## src/rtl/mc_controller_if.sv

```systemverilog
// Control/status bundle between the multicycle controller and the datapath/memory side.
// master = controller, slave = datapath and memory interface.
interface mc_controller_if;
    logic [5:0] op;
    logic [5:0] funct;
    logic       zero;
    logic       mem_ready;
    logic       mem_req;
    logic       memwrite;
    logic       iord;
    logic       irwrite;
    logic       regdst;
    logic       memtoreg;
    logic       regwrite;
    logic       alusrca;
    logic [1:0] alusrcb;
    logic [1:0] pcsrc;
    logic       pcen;
    logic [2:0] alucontrol;
    logic       illegal_op;
    logic       bus_err;

    modport master (
        input  op, funct, zero, mem_ready,
        output mem_req, memwrite, iord, irwrite, regdst, memtoreg, regwrite,
               alusrca, alusrcb, pcsrc, pcen, alucontrol, illegal_op, bus_err
    );

    modport slave (
        output op, funct, zero, mem_ready,
        input  mem_req, memwrite, iord, irwrite, regdst, memtoreg, regwrite,
               alusrca, alusrcb, pcsrc, pcen, alucontrol, illegal_op, bus_err
    );
endinterface

```

## src/rtl/mc_controller.sv

```systemverilog
// Multicycle processor control FSM with memory-wait timeout.
// Optional macro CTRL_MUL_EN makes R-type funct 011000 (MUL, alucontrol 011) legal.
module mc_controller #(
    parameter int unsigned WAIT_LIMIT = 255
) (
    input logic            clk,
    input logic            reset_n,
    mc_controller_if.master bus
);

    localparam int unsigned CntW = (WAIT_LIMIT > 2) ? $clog2(WAIT_LIMIT) : 1;

    localparam logic [5:0] OpRtype = 6'b000000;
    localparam logic [5:0] OpLw    = 6'b100011;
    localparam logic [5:0] OpSw    = 6'b101011;
    localparam logic [5:0] OpBeq   = 6'b000100;
    localparam logic [5:0] OpAddi  = 6'b001000;
    localparam logic [5:0] OpJ     = 6'b000010;

    localparam logic [2:0] AluAnd = 3'b000;
    localparam logic [2:0] AluOr  = 3'b001;
    localparam logic [2:0] AluAdd = 3'b010;
    localparam logic [2:0] AluMul = 3'b011;
    localparam logic [2:0] AluSub = 3'b110;
    localparam logic [2:0] AluSlt = 3'b111;

    typedef enum logic [3:0] {
        StFetch, StDecode, StMemAdr, StMemRd, StMemWb, StMemWr,
        StExecute, StAluWb, StBeqEx, StAddiEx, StAddiWb, StJex
    } state_e;

    typedef struct packed {
        logic       mem_req;
        logic       iord;
        logic       regdst;
        logic       memtoreg;
        logic       regwrite;
        logic       alusrca;
        logic [1:0] alusrcb;
        logic [1:0] pcsrc;
        logic [2:0] alucontrol;
    } ctrl_t;

    function automatic logic funct_legal(input logic [5:0] f);
        logic ok;
        case (f)
            6'b100000, 6'b100010, 6'b100100, 6'b100101, 6'b101010: ok = 1'b1;
`ifdef CTRL_MUL_EN
            6'b011000: ok = 1'b1;
`endif
            default: ok = 1'b0;
        endcase
        return ok;
    endfunction

    function automatic logic [2:0] funct_alu(input logic [5:0] f);
        logic [2:0] a;
        case (f)
            6'b100010: a = AluSub;
            6'b100100: a = AluAnd;
            6'b100101: a = AluOr;
            6'b101010: a = AluSlt;
`ifdef CTRL_MUL_EN
            6'b011000: a = AluMul;
`endif
            default:   a = AluAdd;
        endcase
        return a;
    endfunction

    // State-only control word, loaded for the state being entered.
    function automatic ctrl_t moore_ctrl(input state_e s, input logic [5:0] f);
        ctrl_t c;
        c = '0;
        case (s)
            StFetch: begin
                c.mem_req    = 1'b1;
                c.alusrcb    = 2'b01;
                c.alucontrol = AluAdd;
            end
            StDecode: begin
                c.alusrcb    = 2'b11;
                c.alucontrol = AluAdd;
            end
            StMemAdr, StAddiEx: begin
                c.alusrca    = 1'b1;
                c.alusrcb    = 2'b10;
                c.alucontrol = AluAdd;
            end
            StMemRd, StMemWr: begin
                c.mem_req = 1'b1;
                c.iord    = 1'b1;
            end
            StMemWb: begin
                c.memtoreg = 1'b1;
                c.regwrite = 1'b1;
            end
            StExecute: begin
                c.alusrca    = 1'b1;
                c.alucontrol = funct_alu(f);
            end
            StAluWb: begin
                c.regdst   = 1'b1;
                c.regwrite = 1'b1;
            end
            StBeqEx: begin
                c.alusrca    = 1'b1;
                c.alucontrol = AluSub;
                c.pcsrc      = 2'b01;
            end
            StAddiWb: c.regwrite = 1'b1;
            StJex:    c.pcsrc    = 2'b10;
            default:  c = '0;
        endcase
        return c;
    endfunction

    state_e          state_q, state_d;
    logic [CntW-1:0] wait_cnt_q, wait_cnt_d;
    ctrl_t           ctrl_q;

    logic in_mem, limit_hit, timeout, decode_illegal;

    assign in_mem    = (state_q == StFetch) || (state_q == StMemRd) || (state_q == StMemWr);
    assign limit_hit = (WAIT_LIMIT != 0) && (wait_cnt_q == CntW'(WAIT_LIMIT - 1));
    // mem_ready in the limit cycle wins over the timeout.
    assign timeout   = in_mem && !bus.mem_ready && limit_hit;

    always_comb begin
        decode_illegal = 1'b0;
        case (bus.op)
            OpLw, OpSw, OpBeq, OpAddi, OpJ: decode_illegal = 1'b0;
            OpRtype:                        decode_illegal = !funct_legal(bus.funct);
            default:                        decode_illegal = 1'b1;
        endcase
    end

    always_comb begin
        state_d    = state_q;
        wait_cnt_d = '0;
        if (timeout) begin
            state_d = StFetch;
        end else if (in_mem && !bus.mem_ready) begin
            if (WAIT_LIMIT != 0) begin
                wait_cnt_d = wait_cnt_q + 1'b1;
            end
        end else begin
            case (state_q)
                StFetch:   state_d = StDecode;
                StDecode: begin
                    if (decode_illegal) begin
                        state_d = StFetch;
                    end else begin
                        case (bus.op)
                            OpLw, OpSw: state_d = StMemAdr;
                            OpRtype:    state_d = StExecute;
                            OpBeq:      state_d = StBeqEx;
                            OpAddi:     state_d = StAddiEx;
                            default:    state_d = StJex;
                        endcase
                    end
                end
                StMemAdr:  state_d = (bus.op == OpSw) ? StMemWr : StMemRd;
                StMemRd:   state_d = StMemWb;
                StExecute: state_d = StAluWb;
                StAddiEx:  state_d = StAddiWb;
                default:   state_d = StFetch;
            endcase
        end
    end

    always_ff @(posedge clk or negedge reset_n) begin
        if (!reset_n) begin
            state_q    <= StFetch;
            wait_cnt_q <= '0;
            ctrl_q     <= moore_ctrl(StFetch, 6'b000000);
        end else begin
            state_q    <= state_d;
            wait_cnt_q <= wait_cnt_d;
            ctrl_q     <= moore_ctrl(state_d, bus.funct);
        end
    end

    // Outputs are gated by reset_n so strobes drop in the same cycle reset asserts.
    always_comb begin
        bus.mem_req    = 1'b0;
        bus.memwrite   = 1'b0;
        bus.iord       = 1'b0;
        bus.irwrite    = 1'b0;
        bus.regdst     = 1'b0;
        bus.memtoreg   = 1'b0;
        bus.regwrite   = 1'b0;
        bus.alusrca    = 1'b0;
        bus.alusrcb    = 2'b00;
        bus.pcsrc      = 2'b00;
        bus.pcen       = 1'b0;
        bus.alucontrol = 3'b000;
        bus.illegal_op = 1'b0;
        bus.bus_err    = 1'b0;
        if (reset_n) begin
            bus.mem_req    = ctrl_q.mem_req;
            bus.iord       = ctrl_q.iord;
            bus.regdst     = ctrl_q.regdst;
            bus.memtoreg   = ctrl_q.memtoreg;
            bus.regwrite   = ctrl_q.regwrite;
            bus.alusrca    = ctrl_q.alusrca;
            bus.alusrcb    = ctrl_q.alusrcb;
            bus.pcsrc      = ctrl_q.pcsrc;
            bus.alucontrol = ctrl_q.alucontrol;
            bus.memwrite   = (state_q == StMemWr) && bus.mem_ready;
            bus.irwrite    = (state_q == StFetch) && bus.mem_ready;
            bus.pcen       = ((state_q == StFetch) && bus.mem_ready)
                           || (state_q == StJex)
                           || ((state_q == StBeqEx) && bus.zero);
            bus.illegal_op = (state_q == StDecode) && decode_illegal;
            bus.bus_err    = timeout;
        end
    end

endmodule

```

## src/flat_wrapper.sv

```systemverilog
// flat-port wrapper written by rule: the top's interface ports become plain ports
module mc_controller_flat 
#(
    parameter int unsigned WAIT_LIMIT = 255
)
  (clk, reset_n, bus_op, bus_funct, bus_zero, bus_mem_ready, bus_mem_req, bus_memwrite, bus_iord, bus_irwrite, bus_regdst, bus_memtoreg, bus_regwrite, bus_alusrca, bus_alusrcb, bus_pcsrc, bus_pcen, bus_alucontrol, bus_illegal_op, bus_bus_err);
  mc_controller_if bus_i ();
  input logic clk;
  input logic reset_n;
  input wire logic [$bits(bus_i.op)-1:0] bus_op;
  input wire logic [$bits(bus_i.funct)-1:0] bus_funct;
  input wire logic [$bits(bus_i.zero)-1:0] bus_zero;
  input wire logic [$bits(bus_i.mem_ready)-1:0] bus_mem_ready;
  output wire logic [$bits(bus_i.mem_req)-1:0] bus_mem_req;
  output wire logic [$bits(bus_i.memwrite)-1:0] bus_memwrite;
  output wire logic [$bits(bus_i.iord)-1:0] bus_iord;
  output wire logic [$bits(bus_i.irwrite)-1:0] bus_irwrite;
  output wire logic [$bits(bus_i.regdst)-1:0] bus_regdst;
  output wire logic [$bits(bus_i.memtoreg)-1:0] bus_memtoreg;
  output wire logic [$bits(bus_i.regwrite)-1:0] bus_regwrite;
  output wire logic [$bits(bus_i.alusrca)-1:0] bus_alusrca;
  output wire logic [$bits(bus_i.alusrcb)-1:0] bus_alusrcb;
  output wire logic [$bits(bus_i.pcsrc)-1:0] bus_pcsrc;
  output wire logic [$bits(bus_i.pcen)-1:0] bus_pcen;
  output wire logic [$bits(bus_i.alucontrol)-1:0] bus_alucontrol;
  output wire logic [$bits(bus_i.illegal_op)-1:0] bus_illegal_op;
  output wire logic [$bits(bus_i.bus_err)-1:0] bus_bus_err;
  assign bus_i.op = bus_op;
  assign bus_i.funct = bus_funct;
  assign bus_i.zero = bus_zero;
  assign bus_i.mem_ready = bus_mem_ready;
  assign bus_mem_req = bus_i.mem_req;
  assign bus_memwrite = bus_i.memwrite;
  assign bus_iord = bus_i.iord;
  assign bus_irwrite = bus_i.irwrite;
  assign bus_regdst = bus_i.regdst;
  assign bus_memtoreg = bus_i.memtoreg;
  assign bus_regwrite = bus_i.regwrite;
  assign bus_alusrca = bus_i.alusrca;
  assign bus_alusrcb = bus_i.alusrcb;
  assign bus_pcsrc = bus_i.pcsrc;
  assign bus_pcen = bus_i.pcen;
  assign bus_alucontrol = bus_i.alucontrol;
  assign bus_illegal_op = bus_i.illegal_op;
  assign bus_bus_err = bus_i.bus_err;
  mc_controller #(.WAIT_LIMIT(WAIT_LIMIT)) u_core (.clk(clk), .reset_n(reset_n), .bus(bus_i));
endmodule
```

## config.mk

```make
export PLATFORM = sky130hd
export DESIGN_NAME = mc_controller_flat
export DESIGN_NICKNAME = d
export VERILOG_FILES = /design/src/rtl/mc_controller_if.sv /design/src/rtl/mc_controller.sv /design/src/flat_wrapper.sv
export SDC_FILE = /design/constraint.sdc
export NUM_CORES = 1
export LEC_CHECK = 0
export CAP_MARGIN = 20
export CORE_MARGIN = 3
export CORE_UTILIZATION = 25
export DETAILED_ROUTE_END_ITERATION = 8
export DONT_BUFFER_PORTS = 1
export GPL_TIMING_DRIVEN = 1
export PLACE_DENSITY_LB_ADDON = 0.15
export SLEW_MARGIN = 20
export SYNTH_ARGS = -nofsm -noshare
export SYNTH_HDL_FRONTEND = slang
export SYNTH_SLANG_ARGS = --single-unit
```

## constraint.sdc

```tcl
create_clock -name clk -period 3.7 [get_ports clk]
set_input_delay 0.74 -clock clk [delete_from_list [all_inputs] [get_ports clk]]
set_output_delay 0.74 -clock clk [all_outputs]
set_load 0.01 [all_outputs]
```

# --- Word level (Yosys, flattened, before mapping) ---
# Cells that the tools add are included.
classes:
  add_sub_neg: 1
  eq_ne: 30
  n_mux: 35
  reduce_logical: 24
op_table:
  columns: ["op", "n"]
  rows:
  - ["6-bit equality test (second input constant)", 7]
  - ["4-bit equality test (second input constant)", 7]
  - ["4-bit by 3-bit equality test with 1-bit output (second input constant)", 6]
  - ["4-bit one-hot mux with 6 select lines", 1]
  - ["1-bit two-way mux", 19]
  - ["4-bit by 2-bit equality test with 1-bit output (second input constant)", 4]
  - ["8-bit two-way mux", 2]
  - ["4-bit one-hot mux with 4 select lines", 1]
  - ["4-bit two-way mux", 3]
  - ["3-bit one-hot mux with 4 select lines", 1]
  - ["5-bit OR reduction", 2]
  - ["3-bit one-hot mux with 3 select lines", 1]
  - ["8-bit by 1-bit adder with 8-bit output (second input constant)", 1]
  - ["4-bit by 1-bit equality test with 1-bit output (second input constant)", 2]
  - ["8-bit equality test (second input constant)", 1]
  - ["4-bit zero test", 2]
  - ["4-bit OR reduction", 2]
  - ["6-bit by 2-bit equality test with 1-bit output (second input constant)", 1]
  - ["6-bit by 3-bit equality test with 1-bit output (second input constant)", 1]
  - ["6-bit by 4-bit equality test with 1-bit output (second input constant)", 1]
  - ["1-bit logical AND", 6]
  - ["6-bit zero test", 1]
  - ["3-bit two-way mux", 2]
  - ["2-bit one-hot mux with 3 select lines", 1]
  - ["other kinds (7)", 15]
totals:
  ff_bits: 25
  output_inout_bits: 18
  elab_cells: 101

# --- Logic depth before layout (Yosys ltp) ---
# Gate-level depths: netlist of run 1.
logic_depth:
  ltp_word: 13
  mapped_depth: 8

# --- Worst setup path before layout of run 1 ---
# OpenSTA, ideal clock, no wires.
synth_timing:
  path_kind: "in2out"
  start: "in bus_op[2]"
  end: "out bus_illegal_op"
  arrival_ps: 1784
  required_ps: 2960
  slack_ps: 1176
  path_stages: 5
  n_path_buf: 1
  cell_sequence: "buf_6 > nor4_1 > nor3_1 > a311oi_1 > nor3b_1"
synth_via:
  elab_chain_cells: 5
  word_cells_on_any_way: 10
synth_lines:
  columns: ["element", "line", "rtl"]
  rows:
  - ["from (decl)", "flat_wrapper.sv:10", "input wire logic [$bits(bus_i.op)-1:0] bus_op;"]
  - ["6-bit by 2-bit equality test with 1-bit output, or another cell as far along", "mc_controller.sv:131", "case (bus.op)"]
  - ["5-bit OR reduction", "mc_controller.sv:131", null]
  - ["1-bit one-hot mux with 2 select lines *", "mc_controller.sv:131", null]
  - ["1-bit logical AND *", "mc_controller.sv:215", "bus.illegal_op = (state_q == StDecode) && decode_illegal;"]
  - ["1-bit two-way mux *", "mc_controller.sv:200", "if (reset_n) begin"]
  - ["to (decl)", "flat_wrapper.sv:26", "output wire logic [$bits(bus_i.illegal_op)-1:0] bus_illegal_op;"]
# Mark *: on every way between the ends. The rest lies on a longest branch, timed or not.

# --- Worst setup path after layout of run 1 ---
layout_timing:
  start: "in bus_op[5]"
  end: "out bus_illegal_op"
# Same word-level chain as after synthesis.

==> impl_results.md, run 1 <==
* Status: complete, no violations
* Fmax at 385.4 MHz
* Slowest cell on the critical path: nor4_1
* Combinational Power Share at 0.372
* Clock network power share at 0.190
* DP HPWL at 2423 um
* Post-Synthesis Cells at 162
* Number of synthesized flops with an enable pin at 0
* Final std cells w/o fill at 231
* # Max-Cap Violations at 0
* Post-Syn Area at approximately 1500 sq um
* Synth top area cells: dfrtp_1 36%, nor2_1 5.9%, and2_1 5.3%
* Total power draw at approximately 0.89 mW
* Setup crit start: bus_op[5]
* Sequential fraction of the synthesis area at 0.4089
* Synth top area share at 0.3577
* Cts hold-fix bufs at 0
* Asr flop ratio synth at 1.000
* Resized Gates After CTS at 0
* Number of global-route vias before repair at about 1.1k
* Stages on worst setup path at 4
* Commonest cells post-synth: 24 x nor2_1, 22 x dfrtp_1, 13 x and2_1
* Relative slew slack at 0.5502
* Initial Utilization at 0.2680
* FF-to-FF End: u_core.ctrl_q[7]
* H-tree Lvls at 1
* RSZ-0062 raised after global routing: no
* Worst setup SP type: input port
* CTS tree: built
* Power Internal at between 0.5 and 0.6 mW
* Antenna cells at 0
* Clock Sinks at 25
* Placed insts at 227
* Endpoints failing setup at 0
* Largest area contributor in the netlist: dfrtp_1
* Chip height at between 80 and 90 um
* Initial antenna violation count at 0
* Crit path to: bus_illegal_op
* Area growth, synth to finish at 6.179%
* Die area at 7133 sq um
* Yosys reg bits at 25
* Avg Cell Area, Syn at about 9.5 sq um
* Clock period minus worst slack at around 2.6 ns
* Clock Skew at 0.01127 ns
* Crit-path leading delay family: simple AND/OR/NAND/NOR gates
* Critical path buffers and inverters at 0
* Max-slew violations at 0
* Row count at 27
* Layout cell share with drive strength beyond 1 at 0.1195
* # IOs at 34
* VDD IR max at around 0.15 mV
* Period utilization at 0.7012
* Drt pass-1 iters at 4
* Sequential power share at 0.438
* Via/cell ratio at between 4 and 5
* R2R setup slack at about 1.2 ns
* Post-CTS Setup Bufs at 0
* Worst slew pin tran at 0.6747 ns
* Crit Path Max Fanout at 5
* Drt drc at 0
* Total CTS buffers at 3
* WS Path Type: in -> out
* R2R depth at 6
* PD cells at approximately 540 nW/um^2
* Total number of vias at about 1.1k
* Syn_nets at between 150 and 200
* RR Startpoint: u_core.state_q[1]
* DRT iter0 DRCs at between 40 and 50
* Switch share at 0.3876
* Final hold violation count at 0
* Final GP Congestion at about 0.72
* Worst setup EP type: primary output
* Largest net degree at the start of global routing at 42
* Root Driver: clkbuf_8
* Top-count cell post-synth: nor2_1
* Longest Clk Path Bufs at 2
* Worst EP required at between 2 and 3 ns
* Final ANT Viol Nets at 0
* Switching Power at 0.3444 mW
* Fin Setup TNS at 0 ns
* Warnings from Yosys at 0
* Tot GR Track Use at 0.09445
* First-pass GRT wire length at about 5600 um
* GRT overflow at 0
* WP data arrival at about 1.9 ns
* Final wirelength at 3243 um
* Drt wl/cell at 14.04 um
* DIE WIDTH at between 80 and 90 um
* Distinct cells, synth at 45
* Nets@finish at about 180
* CP Cell Sequence: nor4_1, nor3_1, a311oi_1, nor3b_1
* Leak at just under 0.7 nW
* Ys flop type: dfrtp_1
* HP Class: in -> async
* Largest stage delay, worst path at ~0.55 ns
* I/O Buffers at 0
* Worst-path clk slew at 0.10 ns
* Clk_lat worst skew at between 0.2 and 0.3 ns
* Core ar. at between 5000 and 6000 sq um
-- worst min path at each step --
stage | start | endpoint
3_5_place_dp | reset_n | u_core.ctrl_q[3]
5_1_grt | reset_n | u_core.ctrl_q[9]
2_1_floorplan | reset_n | u_core.ctrl_q[0]
4_1_cts | reset_n | u_core.state_q[2]
3_3_place_gp | reset_n | u_core.ctrl_q[3]
6_report | reset_n | u_core.ctrl_q[9]
-- layout by cell type (no fill, tap or decap), types with 2 or more instances in the layout --
cell      synthesis  layout
a21boi_1          2       2
a21oi_1           4       4
and2_1           13      13
and3_1            4       4
and4_1            3       3
clkbuf_8          0       3
dfrtp_1          22      22
dfstp_2           3       3
ha_1              2       2
inv_1             5       5
mux2i_1           2       2
nand2_1           9       9
nand2b_1          2       2
nand3_1           7       7
nand3b_1          2       2
nand4_1           3       3
nor2_1           24      24
nor2b_1           3       3
nor3_1            6       6
nor3b_1           2       2
nor4_1            2       2
o211ai_1          2       2
o21ai_0           5       5
o311ai_4          2       2
or2_2             2       2
xnor2_1           3       3
xor2_1            6       6
-- cell families (layout without fill, tap and decap cells) --
| group | Yosys count | count (layout) | share of synthesized area |
|---|---|---|---|
| flops | 25 | 25 | 0.4089 |
| fa+ha+maj | 2 | 2 | 0.01626 |
| buf+inv | 12 | 9 | 0.04065 |
| mux | 2 | 2 | 0.01301 |
| xor+xnor | 9 | 9 | 0.05122 |
| simple gates | 87 | 87 | 0.3106 |
| compound gates | 25 | 25 | 0.1593 |
-- layout make-up --
class	count	area (sq um)
clock inverters	1	7.507
fillers	621	4109
well taps	72	90.09
flip-flops and latches	25	629.4
inverters	5	18.77
multi-input cells	125	847.1
clock buffers	3	41.29
-- state kept, by name (all words and copies together) (netlist names) --
signal	count
u_core.ctrl_q	13
u_core.wait_cnt_q	8
u_core.state_q	4
-- per-stage QoR --
stage,utilization,area (sq um),worst slack (ns),hold slack (ns)
finish,0.2845,1634,1.106,0.1452
global route,0.2845,1634,0.9710,0.1182
CTS,0.2845,1634,1.108,0.1353
detailed placement,0.2760,1585,1.105,0.4456
global placement,0.2760,1585,1.135,0.4453
floorplan,-,1539,1.176,0.4444
-- power by group through the flow --
stage | Combinational [mW] | Clock, mW | Sequential, mW
2_1_floorplan | 0.323 | 0 | 0.359
3_3_place_gp | 0.333 | 0 | 0.392
3_5_place_dp | 0.333 | 0 | 0.392
4_1_cts | 0.334 | 0.176 | 0.387
5_1_grt | 0.374 | 0.190 | 0.398
6_report | 0.330 | 0.169 | 0.389
-- routing by layer --
| layer | routed length [um] | GRT usage |
|---|---|---|
| met1 | 1684 | 0.1328 |
| met5 | 0 | 0 |
| met2 | 1355 | 0.1385 |
| met4 | 59 | 0.04317 |
| met3 | 143 | 0.01963 |
Note: power is estimated with default switching activity, not from simulation.
==> run 2: changes to the inputs <==
==> constraint.sdc (replaced) <==
create_clock -name clk -period 2.6 [get_ports clk]
set_input_delay 0.52 -clock clk [delete_from_list [all_inputs] [get_ports clk]]
set_output_delay 0.52 -clock clk [all_outputs]
set_load 0.01 [all_outputs]
==> impl_results.md, run 2 (synthesis gave the netlist of run 1 again) <==
* Status: complete, no violations
* Longest Clk Path Bufs at 2
* Worst setup SP type: flip-flop
* Worst EP required at between 2 and 3 ns
* Clock period minus worst slack at approximately 2.3 ns
* DP HPWL at ~2500 um
* Final wirelength at 3322 um
* Layout cell share with drive strength beyond 1 at 0.1566
* Final GP Congestion at 0.7818
* Max reg flops at 13
* Placed insts at 233
* Number of fill cells at around 640
* Relative slew slack at 0.5533
* DIE WIDTH at approximately 84 um
* Initial antenna violation count at 0
* Fin area at roughly 1700 sq um
* Worst setup EP type: flip-flop
* Drt drc at 0
* GRT overflow at 0
* Most frequent cells in the layout: 24 x nor2_1, 22 x dfrtp_1, 13 x and2_1, 9 x nand2_1, 7 x nand3_1
* PD cells at roughly 760 nW/um^2
* Number of global-route vias before repair at around 1.2k
* WP data arrival at approximately 2.5 ns
* Max-slew violations at 0
* Crit Path Max Fanout at 11
* Antenna cells at 0
* First-pass GRT wire length at about 5700 um
* Clock Sinks at 25
* Tot GR Track Use at 0.09770
* Final std cells w/o fill at about 240
* RR Startpoint: u_core.state_q[2]
* HP Class: in -> async
* VDD IR max at 0.2165 mV
* Core ar. at approximately 5700 sq um
* Post-route setup slack at between 0.2 and 0.3 ns
* Final ANT Viol Nets at 0
* Leading registers by flop count: u_core.ctrl_q: 13 flops, u_core.wait_cnt_q: 8 flops, u_core.state_q: 4 flops
* CTS tree: built
* Most common cell after layout, fill and taps aside: nor2_1
* Largest net degree at the start of global routing at 23
* Die area at 7133 sq um
* Placed inst area at 1630 sq um
* Leak at approximately 0.7 nW
* I/O Buffers at 0
* # IOs at 34
* Pre-CTS WS at 0.2220 ns
* Resized Gates After CTS at 0
* R2R depth at 6
* DRT iter0 DRCs at 67
* RSZ-0062 raised after global routing: no
* Fin Setup TNS at 0 ns
* Nets@finish at about 190
* Root Driver: clkbuf_8
* H-tree Lvls at 1
* Period utilization at 0.9015
* Via/cell ratio at 4.899
* Chip height at 84.46 um
* Clk_lat worst skew at between 0.2 and 0.3 ns
* Area growth, synth to finish at 9.268%
* Drt wl/cell at 13.96 um
* Fmax at ~430 MHz
* Initial Utilization at 0.2680
* Total number of vias at between 1k and 1.5k
* Setup crit start: u_core.state_q[2]
* # Max-Cap Violations at 0
* Endpoints failing setup at 0
* Clock Skew at roughly 0.0052 ns
* FF-to-FF End: u_core.ctrl_q[7]
* Drt pass-1 iters at 4
* Biggest register: u_core.ctrl_q
* Total CTS buffers at 3
* Final hold violation count at 0
* WS Path Type: reg -> reg
* Row count at 27
* R2R setup slack at around 0.26 ns
* Worst slew pin tran at ~0.67 ns
* Worst-path clk slew at about 0.09 ns
run 2: changes by cell type in the layout (fill, tap and decap cells not counted), sizes merged:
cell and change:
clkinv +1, buf +7, clkinvlp -1
run 2: layer usage:
metal / up-vias / share of wire / track usage
met5: - / 0 / 0
met2: 26 / 0.45 / 0.1506
met4: 0 / 0.017 / 0.03885
met1: 560 / 0.49 / 0.1348
li1: 576 / - / -
met3: 4 / 0.042 / 0.01865
run 2: how the worst max path moves through the flow:
stage,end,cells after the start,slack [ns]
floorplan,u_core.ctrl_q[7],8,0.37
global placement,u_core.ctrl_q[7],6,0.26
detailed placement,u_core.ctrl_q[7],6,0.22
CTS,u_core.ctrl_q[7],6,0.22
global route,u_core.ctrl_q[7],6,0.03
finish,u_core.ctrl_q[7],6,0.26
run 2: final cells by class:
cell class                 instances  area [sq um]  share of cell area
sequential                        25         629.4              0.3743
multi-input combinational        125         847.1              0.5037
clock buffer                       3         41.29             0.02455
tap                               72         90.09             0.05357
inverter                           5         18.77             0.01116
timing repair buffer               7         50.05             0.02976
clock inverter                     1         5.005            0.002976
run 2: what timing repair did:
item,in CTS,in global routing
hold buffers,1,0
endpoints found under the hold margin,22,0
buffers inserted,0,0
run 2: power by group:
group	switching, mW	internal [mW]	leakage [nW]	total, mW
Clock	0.119	0.107	0.0255	0.226
Sequential	0.0697	0.476	0.332	0.545
Combinational	0.294	0.211	0.361	0.505
run 2: worst max-delay path, cell delays in order (launching register included):
cell       delay, ns
dfrtp_1         0.50
xnor2_1         0.19
a22oi_2         0.29
nor2_1          0.15
a2111oi_4       0.70
nor2_2          0.08
a221o_1         0.33
run 2: per-stage QoR:
| step | power, mW | hold slack [ns] | utilization |
|---|---|---|---|
| after floorplan | 0.9707 | 0.2244 | - |
| after global placement | 1.053 | 0.2253 | 0.2839 |
| after detailed placement | 1.057 | 0.2255 | 0.2839 |
| after CTS | 1.299 | 0.08009 | 0.2937 |
| after global routing | 1.387 | 0.07100 | 0.2928 |
| final | 1.277 | 0.08854 | 0.2928 |
==> run 3: changes to the inputs <==
--- a/config.mk
+++ b/config.mk
@@ -12,7 +12,7 @@
 export DONT_BUFFER_PORTS = 1
 export GPL_TIMING_DRIVEN = 1
 export PLACE_DENSITY_LB_ADDON = 0.15
-export SLEW_MARGIN = 20
+export SLEW_MARGIN = 10
 export SYNTH_ARGS = -nofsm -noshare
 export SYNTH_HDL_FRONTEND = slang
 export SYNTH_SLANG_ARGS = --single-unit
==> impl_results.md, run 3 (synthesis gave the netlist of run 1 again) <==
* Endpoints failing setup at 0
* WS Path Type: reg -> reg
* Cts hold-fix bufs at 1
* Worst EP required at around 2.8 ns
* VDD IR max at ~0.21 mV
* Clock Skew at ~0.0057 ns
* Status: complete, no violations
* Most common cell after layout, fill and taps aside: nor2_1
* H-tree Lvls at 1
* Max-slew violations at 0
* Leading registers by flop count: u_core.ctrl_q: 13 flops, u_core.wait_cnt_q: 8 flops, u_core.state_q: 4 flops
* Clock period minus worst slack at 2.349 ns
* Initial Utilization at 0.2680
* Resized Gates After CTS at 0
* Drt wl/cell at roughly 14 um
* Max reg flops at 13
* R2R setup slack at around 0.25 ns
* Chip height at 84.46 um
* HP Class: in -> async
* Number of fill cells at 642
* Longest Clk Path Bufs at 2
* GRT overflow at 0
* PD cells at roughly 750 nW/um^2
* RSZ-0062 raised after global routing: no
* Number of global-route vias before repair at approximately 1.2k
* First-pass GRT wire length at 5706 um
* Total power draw at approximately 1.3 mW
* Biggest register: u_core.ctrl_q
* Clk_lat worst skew at 0.27 ns
* Crit-path leading delay family: compound AO/OA/AOI/OAI gates
* Worst-path clk slew at around 0.09 ns
* Largest net degree at the start of global routing at 23
* Core ar. at ~5700 sq um
* Sequential standard cell area at approximately 630 sq um
* Nets@finish at about 190
* Clock Sinks at 25
* Footprint of the multi-input gates at ~850 sq um
* Final GP Congestion at ~0.78
* Root Driver: clkbuf_8
* Final std cells w/o fill at around 240
* CTS tree: built
* Final hold violation count at 0
* DIE WIDTH at ~84 um
* Worst setup SP type: flip-flop
* Post-CTS Setup Bufs at 0
* # Max-Cap Violations at 0
* Die area at approximately 7100 sq um
* Crit Path Max Fanout at 11
* Final ANT Viol Nets at 0
* Relative slew slack at 0.5497
* Row count at 27
* DRT iter0 DRCs at 72
* Worst setup EP type: flip-flop
* Critical path buffers and inverters at 0
* Area growth, synth to finish at 10.57%
* Initial antenna violation count at 0
* Slowest cell on the critical path: a2111oi_4
* Largest stage delay, worst path at approximately 0.7 ns
* Tot GR Track Use at 0.09770
* CP Cell Sequence: xnor2_1, a22oi_2, nor2_1, a2111oi_4, nor2_2, a221o_1
* Leak at roughly 0.73 nW
* Placed insts at around 230
* Drt pass-1 iters at 4
* Layout cell share with drive strength beyond 1 at 0.1557
* Via/cell ratio at 4.879
* Antenna cells at 0
* # IOs at 34
* DP HPWL at between 2000 and 2500 um
* I/O Buffers at 0
* Worst slew pin tran at 0.6755 ns
* Fin Setup TNS at 0 ns
* WP data arrival at around 2.5 ns
* Total number of vias at between 1k and 1.5k
* Drt drc at 0
* Most frequent cells in the layout: 24 x nor2_1, 22 x dfrtp_1, 13 x and2_1, 9 x nand2_1, 7 x nand3_1
* Final wirelength at between 3000 and 4000 um
* Period utilization at 0.9036
* Total CTS buffers at 3
* Fmax at around 430 MHz
run 3: cell count changes in the layout (fill, tap and decap cells not counted), sizes merged:
cell / previous run / this run
dlygate4sd3: 0 / 1
run 3: area by class of cell:
cell class / instances / area share
clock buffers: 3 / 0.02426
clock inverters: 1 / 0.002941
well taps: 72 / 0.05294
flip-flops and latches: 25 / 0.3699
multi-input cells: 125 / 0.4978
inverters: 5 / 0.01103
repair buffers: 8 / 0.04118
run 3: where the power goes:
| part | internal, mW | leakage [nW] | switching (mW) |
|---|---|---|---|
| clock network | 0.107 | 0.0255 | 0.119 |
| registers | 0.476 | 0.332 | 0.0696 |
| logic | 0.213 | 0.369 | 0.295 |
run 3: stage by stage:
stage | util | cell area [sq um] | worst slack (ns) | hold slack (ns)
floorplan | - | 1539 | 0.3723 | 0.2244
global placement | 0.2839 | 1630 | 0.2638 | 0.2253
detailed placement | 0.2839 | 1630 | 0.2220 | 0.2255
CTS | 0.2937 | 1687 | 0.2237 | 0.08009
global route | 0.2963 | 1702 | 0.02657 | 0.07100
finish | 0.2963 | 1702 | 0.2505 | 0.08872
run 3: final timing paths:
path                                         to  cells after the start            startpoint
setup / recovery               u_core.ctrl_q[7]                      6     u_core.state_q[2]
hold / removal                 u_core.ctrl_q[1]                      0               reset_n
setup reg to reg               u_core.ctrl_q[7]                      6     u_core.state_q[2]
hold reg to reg            u_core.wait_cnt_q[5]                      2  u_core.wait_cnt_q[5]
max in group asynchronous     u_core.ctrl_q[11]                      2               reset_n
min in group clk               u_core.ctrl_q[2]                      2          bus_funct[1]
run 3: routing by layer:
metal / part of all wire / up-vias / GRT usage
met5: 0 / - / 0
met4: 0.017 / 0 / 0.03885
met3: 0.042 / 4 / 0.01865
met2: 0.45 / 26 / 0.1506
met1: 0.49 / 558 / 0.1348
li1: - / 578 / -
==> patch, RTL diff (flow settings as in run 1) <==
Add a define of `CTRL_MUL_EN`.
--- a/src/rtl/mc_controller.sv
+++ b/src/rtl/mc_controller.sv
@@ -2,2 +2,4 @@
 // Optional macro CTRL_MUL_EN makes R-type funct 011000 (MUL, alucontrol 011) legal.
+`define CTRL_MUL_EN
+
 module mc_controller #(
Formal check against the unedited RTL: not equivalent (a bounded check fails within 4 cycles, from zero or initial values and one cycle with reset_n low).
==> patch against run 1 <==
- global-route usage is 1.4 points higher
- highest routed layer unchanged
- power increased by 4.5%
- final cell count rose by 13%
- design area grew 5.9%
- worst setup slack worse by 0.14 ns
- area after synthesis rose by 7.8%
- routed wire length is 19% higher
- sequential share of layout area shrank 2.1 points
- core utilization down 1.4 points
- sequential power grew 4%
- sequential cell count unchanged
- first-iteration DRC count rose by 16%
==> patch: results (changes against run 1) <==
[grt]
grt_pass1_vias=1364  ; +22%
grt_usage_pct=10.9  ; +1.4 points
grt_pass1_wl_mm=6.68  ; +20%

[cells_and_area]
fin_nets=203  ; +14%
stdcell_area_um2=1730  ; +5.9%
drive_gt1_share_pct=9.78  ; -2.2 points
fill_cells=689  ; +11%
final_cells=261  ; +13%

[cts]
clk_pin_slew_ns=0.08  ; -0.02 ns
clock_latency_ns=0.26  ; -0.02 ns
htreeDepth=1  ; unchanged

[synthesis]
netlist_top_cells_area=dfrtp_1 (33%), nor2_1 (5.9%), and2_1 (4.9%)
postSynthCellCount=188  ; +16%
synth-xor-area-share_pct=4.75  ; -0.37 points
synth.distinct_cells=55  ; +22%
synthesis.nets=206  ; +14%
synth-compound-area-share_pct=16.3  ; +0.35 points
synthTopCellsByCount=nor2_1 (26), dfrtp_1 (22), and2_1 (13), nand2_1 (13), nand3_1 (11)
muxShareOfSynthArea_pct=0  ; -1.3 points
synth_fa_ha_area_share_pct=1.51  ; -0.12 points
ys_seq_area_share_pct=37.9  ; -3.0 points

[timing]
fin_worst_skew_ns=0.00343  ; -0.00784 ns
max_slew_margin_pct=61.6  ; +6.6 points

[placement]
hpwl_mm=2.87  ; +18%
place_ws_ns=0.909  ; -0.196 ns
gp_congestion=0.712  ; -1.1%
placedInstanceArea_um2=1690  ; +6.3%

[pwr]
p_leak_nw=0.712  ; +4.9%
ir_drop_uv=218  ; +42%

[outcome]
status=complete, no violations

[setup_path]
cp_data_arrival_time_ns=1.99  ; +0.14 ns
rrSetupSlack_ns=1.29  ; +0.07 ns
r2r_start=u_core.state_q[0]
critical_path.max_fanout=4  ; -1
worst_r2r_path_depth=6  ; unchanged
worstReg2RegEnd=u_core.ctrl_q[8]
crit_start=bus_funct[4]

[route]
drt_iter0_drc=52  ; +16%
dr.pass1.iters=5  ; +1
dr_total_vias=1300  ; +15%
wl_per_cell_um=14.8  ; +5.2%

patch: cell count changes after synthesis, moves of 3 or more:
cell	before	now
nand2_1	9	13
nand3_1	7	11
nor4b_1	1	4
a21oi_1	4	9
patch: metrics by stage:
step / power (mW) / hold slack [ns]
3_5_place_dp: 0.780 / 0.445
2_1_floorplan: 0.724 / 0.444
6_report: 0.929 / 0.164
4_1_cts: 0.944 / 0.153
5_1_grt: 1.01 / 0.133
3_3_place_gp: 0.780 / 0.445
patch: worst max-delay path by stage:
| stage | slack, ns | endpoint | cells after the start |
|---|---|---|---|
| CTS | 0.91 | bus_illegal_op | 5 |
| global placement | 0.93 | bus_illegal_op | 5 |
| floorplan | 1.09 | bus_illegal_op | 6 |
| global route | 0.78 | bus_illegal_op | 5 |
| detailed placement | 0.91 | bus_illegal_op | 5 |
| finish | 0.97 | bus_illegal_op | 5 |
patch: area by class of cell:
cell class,count,share of cell area (%)
flip-flops and latches,25,36.4
clock buffers,4,2.60
inverters,7,1.52
multi-input cells,148,53.9
well taps,77,5.57
patch: critical path, cell delays in order:
cell and delay (ns):
nor4bb_1 0.12, o21ai_0 0.29, nand3_1 0.14, o21ai_0 0.20, nor4b_1 0.51
patch: routing by layer:
layer  GRT usage (%)  wire length [µm]
met2            17.1              1780
met4            2.09                31
met5               0                 0
met3            2.46               185
met1            15.2              1860
patch: cell families after synthesis:
logic type                 after synthesis
DFF                                     25
xor gates and xnor gates                 9
buffers and inverters                   15
and+or+nand+nor                        102
AOI/OAI and AO/OA                       35
adders and majority gates                2
patch: where the power goes:
part           internal, mW  leakage, nW  total [mW]  switching (mW)
Clock                0.0768       0.0228       0.159          0.0819
Combinational         0.150        0.358       0.367           0.217
Sequential            0.333        0.332       0.403          0.0695
